==> src/rtl/multiword_add_seq_pkg.sv <==
// Shared types and helpers for the chunked multi-word adder sequencer.
package multiword_add_seq_pkg;

    typedef enum logic [1:0] {
        IDLE = 2'b00,
        ADD  = 2'b01,
        DONE = 2'b10
    } state_t;

    function automatic int cnt_w(input int words);
        return $clog2(words);
    endfunction

endpackage

==> src/rtl/cnt_adder.sv <==
// N-bit ripple-carry adder; the only arithmetic resource of the sequencer.
module cnt_adder #(
    parameter int N = 8
) (
    input  logic [N-1:0] a,
    input  logic [N-1:0] b,
    input  logic         cin,
    output logic [N-1:0] s,
    output logic         cout
);

    always_comb begin
        logic [N:0] c;
        c    = '0;
        c[0] = cin;
        s    = '0;
        for (int i = 0; i < N; i++) begin
            s[i]   = a[i] ^ b[i] ^ c[i];
            c[i+1] = (a[i] & b[i]) | (c[i] & (a[i] ^ b[i]));
        end
        cout = c[N];
    end

endmodule

==> src/rtl/multiword_add_seq.sv <==
// Adds two WORDS*N-bit operands one N-bit chunk per cycle, LSB chunk first.
// Optional MULTIWORD_ADD_SEQ_SUB_EN adds a sub port for A-B.
//
// state | meaning
// IDLE  | waiting for start; s/cout hold the last result
// ADD   | one chunk per edge, counter k selects the s slice
// DONE  | one-cycle done pulse, start ignored
module multiword_add_seq
    import multiword_add_seq_pkg::*;
#(
    parameter int N     = 8,
    parameter int WORDS = 4
) (
    input  logic               clk,
    input  logic               rst,
    input  logic               start,
    input  logic [WORDS*N-1:0] a,
    input  logic [WORDS*N-1:0] b,
    input  logic               cin,
`ifdef MULTIWORD_ADD_SEQ_SUB_EN
    input  logic               sub,
`endif
    output logic               busy,
    output logic               done,
    output logic [WORDS*N-1:0] s,
    output logic               cout
);

    localparam int W  = WORDS * N;
    localparam int CW = cnt_w(WORDS);
    localparam logic [CW-1:0] K_LAST = CW'(WORDS - 1);

    state_t        state;
    logic [W-1:0]  a_sr;
    logic [W-1:0]  b_sr;
    logic          carry;
    logic [CW-1:0] k;

    logic [N-1:0]  b_chunk;
    logic [N-1:0]  sum_chunk;
    logic          add_cout;
    logic          init_carry;

`ifdef MULTIWORD_ADD_SEQ_SUB_EN
    logic sub_r;

    // Two's-complement subtract: invert B per chunk, seed carry with 1.
    assign b_chunk    = b_sr[N-1:0] ^ {N{sub_r}};
    assign init_carry = sub ? 1'b1 : cin;
`else
    assign b_chunk    = b_sr[N-1:0];
    assign init_carry = cin;
`endif

    cnt_adder #(.N(N)) u_adder (
        .a    (a_sr[N-1:0]),
        .b    (b_chunk),
        .cin  (carry),
        .s    (sum_chunk),
        .cout (add_cout)
    );

    always_ff @(posedge clk or posedge rst) begin
        if (rst) begin
            state <= IDLE;
            a_sr  <= '0;
            b_sr  <= '0;
            carry <= 1'b0;
            k     <= '0;
            busy  <= 1'b0;
            done  <= 1'b0;
            s     <= '0;
            cout  <= 1'b0;
`ifdef MULTIWORD_ADD_SEQ_SUB_EN
            sub_r <= 1'b0;
`endif
        end else begin
            case (state)
                IDLE: begin
                    done <= 1'b0;
                    if (start) begin
                        a_sr  <= a;
                        b_sr  <= b;
                        carry <= init_carry;
                        k     <= '0;
                        busy  <= 1'b1;
                        state <= ADD;
`ifdef MULTIWORD_ADD_SEQ_SUB_EN
                        sub_r <= sub;
`endif
                    end
                end
                ADD: begin
                    s[int'(k)*N +: N] <= sum_chunk;
                    carry <= add_cout;
                    a_sr  <= a_sr >> N;
                    b_sr  <= b_sr >> N;
                    if (k == K_LAST) begin
                        k     <= '0;
                        cout  <= add_cout;
                        busy  <= 1'b0;
                        done  <= 1'b1;
                        state <= DONE;
                    end else begin
                        k <= k + 1'b1;
                    end
                end
                DONE: begin
                    done  <= 1'b0;
                    state <= IDLE;
                end
                default: begin
                    busy  <= 1'b0;
                    done  <= 1'b0;
                    state <= IDLE;
                end
            endcase
        end
    end

endmodule

==> config.mk <==
export PLATFORM = sky130hd
export DESIGN_NAME = multiword_add_seq
export DESIGN_NICKNAME = d
export VERILOG_FILES = /design/src/rtl/multiword_add_seq_pkg.sv /design/src/rtl/cnt_adder.sv /design/src/rtl/multiword_add_seq.sv
export SDC_FILE = /design/constraint.sdc
export NUM_CORES = 1
export LEC_CHECK = 0
export ABC_AREA = 1
export BUFFER_PORTS_ARGS = -buffer_cell sky130_fd_sc_hd__buf_2
export CAP_MARGIN = 20
export CELL_PAD_IN_SITES_DETAIL_PLACEMENT = 1
export CELL_PAD_IN_SITES_GLOBAL_PLACEMENT = 1
export CORE_MARGIN = 8
export CORE_UTILIZATION = 36
export CTS_CLUSTER_DIAMETER = 80
export CTS_CLUSTER_SIZE = 28
export DETAILED_ROUTE_END_ITERATION = 6
export HOLD_SLACK_MARGIN = 0.06
export PLACE_DENSITY_LB_ADDON = 0.08
export SETUP_SLACK_MARGIN = 0.3
export SLEW_MARGIN = 20
export SYNTH_ARGS = -nofsm -noshare
export SYNTH_HDL_FRONTEND = slang
export SYNTH_SLANG_ARGS = --single-unit
==> constraint.sdc <==
create_clock -name clk -period 4.06 [get_ports clk]
set_clock_uncertainty 0.2 [all_clocks]
set_input_delay 0.609 -clock clk [delete_from_list [all_inputs] [get_ports clk]]
set_output_delay 0.609 -clock clk [all_outputs]
set_load 0.05 [all_outputs]
==> impl_metrics.tcl <==
set metrics [dict create \
    fin_setup_tns_ns 0 \
    syn_inst 711 \
    die_area_sq_um 19170 \
    async_flop_share_pct 100.0 \
    grt_max_degree 105 \
    grtUsageTotal_pct 16.00 \
    worst-path-max-fanout 3 \
    numCtsBuffers 9 \
    vdd_ir_drop_max_uv 409.9 \
    synth_edf_count 0 \
    final_layout_size_suffix_gt1_share_pct 18.30 \
    finalHoldViolCount 0 \
    synth_flop_cell "dfrtp_1" \
    pin_count 103 \
    fp.dieW_um 138.5 \
    num-nets-final 876 \
    cts_hold_buf 0 \
    cts_setup_buffers 0 \
    end_kind "flip-flop" \
    insertion_delay_ns 0.35 \
    hpwl_um 10300 \
    place_congestion 0.7542 \
    synth-compound-area-share_pct 2.711 \
    die_h_um 138.5 \
    htreeDepth 3 \
    drt-pass1-iter-count 4 \
    synthAdderAreaFrac_pct 4.357 \
    avgViaCountPerCell 4.757 \
    synthSimpleGateAreaFrac_pct 31.66 \
    synth_top_area_cell "dfrtp_1" \
    core_area_sq_um 14590 \
    first_iter_violations 242 \
    critical_path_required_ns 4.10 \
    ys_warn_count 0 \
    hold_class "in -> async" \
    root_buffer "clkbuf_16" \
    overflow 0 \
    slew_violations 0 \
    yosysMostFrequentCell "nand2_1" \
    p_leak_uw 0.003695 \
    rsz0062_at_grt "true" \
    portBuffers 102 \
    syn-num-nets 793 \
    postLayoutCoreUtil_pct 43.29 \
    status "completed" \
    relSlewSlack_pct 28.20 \
    worst_ep_arrival_time_ns 3.91 \
    synthMuxAreaShare_pct 0 \
    vias 4671 \
    max_cap_viol_count 0 \
    yosysUniqueCellTypes 23 \
    antenna_found_initial 0 \
    cts_sinks 104 \
    fp-row-count 44 \
    start_util_pct 37.01 \
    syn_area_per_cell_sq_um 7.593 \
    synth_area_leaders "dfrtp_1 48%, nand3_1 15%, nand2_1 13%, inv_1 9.5%, fa_1 3.0%" \
    synth_top_family_by_area "simple AND/OR/NAND/NOR gates" \
    worst_pin_slew_ns 1.077 \
    syn_area_sq_um 5399 \
    path_class "reg -> reg" \
    ys_seq_area_share_pct 48.20 \
    synth-seq-cells 104 \
    clock_path_buffers 2 \
    yosys-top-cells-count "193 x nand2_1, 166 x nand3_1, 136 x inv_1, 104 x dfrtp_1, 26 x o21ai_0" \
    yosys.area.top_type_share_pct 48.20 \
    power_density_nw_per_um2 894.8 \
    max_freq_mhz 258.3 \
    cts_tree "yes" \
    drt_wl_total_um 14790 \
    cp-start-kind "flip-flop" \
    grt_pass1_vias 5103 \
    routedWlPerCell_um 15.06 \
    grt_pass1_wl_um 25770 \
    drc 0 \
    synth_xor_area_share_pct 0 \
    clk_pin_slew_ns 0.07 \
    syn_to_final_growth_pct 16.99 \
    period_share_pct 95.35 \
    fin_crit_ns 3.871 \
    ant_nets 0 \
    antenna_cells 0 \
    finalSetupViolCount 0 \
]
==> cell usage in the layout, fill, tap and decap left out <==
master,instances
clkbuf_1,4
fa_2,8
inv_4,2
ha_1,6
o21ai_1,1
nand2_2,1
dfrtp_2,1
nand2_1,193
nand3_1,165
nand3_2,2
buf_2,102
nand4_1,1
dfrtp_1,103
nor2_4,2
o21ai_2,1
inv_2,4
inv_1,131
a21oi_1,1
buf_4,8
nor2_1,21
nor2_2,2
nand2_4,2
clkbuf_16,9
o21ai_0,25
o22ai_1,1
clkbuf_8,2
==> critical path, cell delays in order (launching register included) <==
cell and delay (ns):
dfrtp_1 0.36, inv_2 0.05, fa_2 0.38, fa_2 0.34, fa_2 0.34, inv_2 0.06
fa_2 0.19, inv_2 0.04, fa_2 0.33, fa_2 0.35, fa_2 0.34, inv_2 0.06
fa_2 0.45, inv_1 0.07, nor2_1 0.04, nand3_1 0.10, nand2_1 0.05
==> final timing paths <==
check / start / end / slack (ns) / cells after the start
max in group asynchronous: rst / s[2] / 2.64 / 3
min: rst / a_sr[4] / 0.20 / 2
max reg2reg: a_sr[0] / s[7] / 0.19 / 16
min in group clk: a[25] / a_sr[25] / 0.27 / 3
max: a_sr[0] / s[7] / 0.19 / 16
min reg2reg: s[25] / s[25] / 0.28 / 2
==> power breakdown <==
part           switching, uW  internal, uW
clock network            371           448
registers                273          1490
logic                   2130           936
==> timing repair <==
item                                    4_1_cts  5_1_grt
pin swaps                                     3        1
gates resized for setup                       7        2
endpoints found under the setup margin        4        4
==> final cells by class <==
type / count / area [sq um]
well taps: 184 / 230.2
repair buffers: 110 / 570.5
inverters: 137 / 519.2
fillers: 1849 / 8273
multi-input cells: 432 / 2125
clock buffers: 15 / 267.8
flip-flops and latches: 104 / 2604
==> state kept, by name, indices dropped and copies added, names as in the netlist <==
register  flops
a_sr         32
b_sr         32
busy          1
carry         1
cout          1
done          1
k             2
s            32
state         2
==> routing by layer <==
| layer | up-vias | global-route usage, % | wire length, um |
|---|---|---|---|
| met5 | - | 0 | 0 |
| met4 | 0 | 5.549 | 233 |
| met3 | 14 | 3.356 | 508 |
| met2 | 78 | 26.21 | 7138 |
| met1 | 2239 | 20.47 | 6912 |
| li1 | 2340 | - | - |
==> metrics by stage <==
step / total power (uW) / instances / hold WS (ns) / setup slack, ns / cell area (sq um)
6_report: 5652 / 982 / 0.2034 / 0.1888 / 6316
3_5_place_dp: 4868 / 967 / 0.2638 / 0.1303 / 6032
4_1_cts: 5738 / 982 / 0.2229 / 0.1763 / 6310
2_1_floorplan: 4060 / 711 / 0.2785 / 0.3259 / 5411
3_3_place_gp: 4786 / 967 / 0.2589 / 0.1971 / 6032
5_1_grt: 6187 / 982 / 0.2619 / 0.01199 / 6316
==> cell families (layout without fill, tap and decap cells) <==
group / after synthesis / after routing
compound gates: 29 / 29
fa+ha+maj: 14 / 14
flops: 104 / 104
buf+inv: 175 / 262
simple gates: 389 / 389
Power figures use the tool's default switching activity.
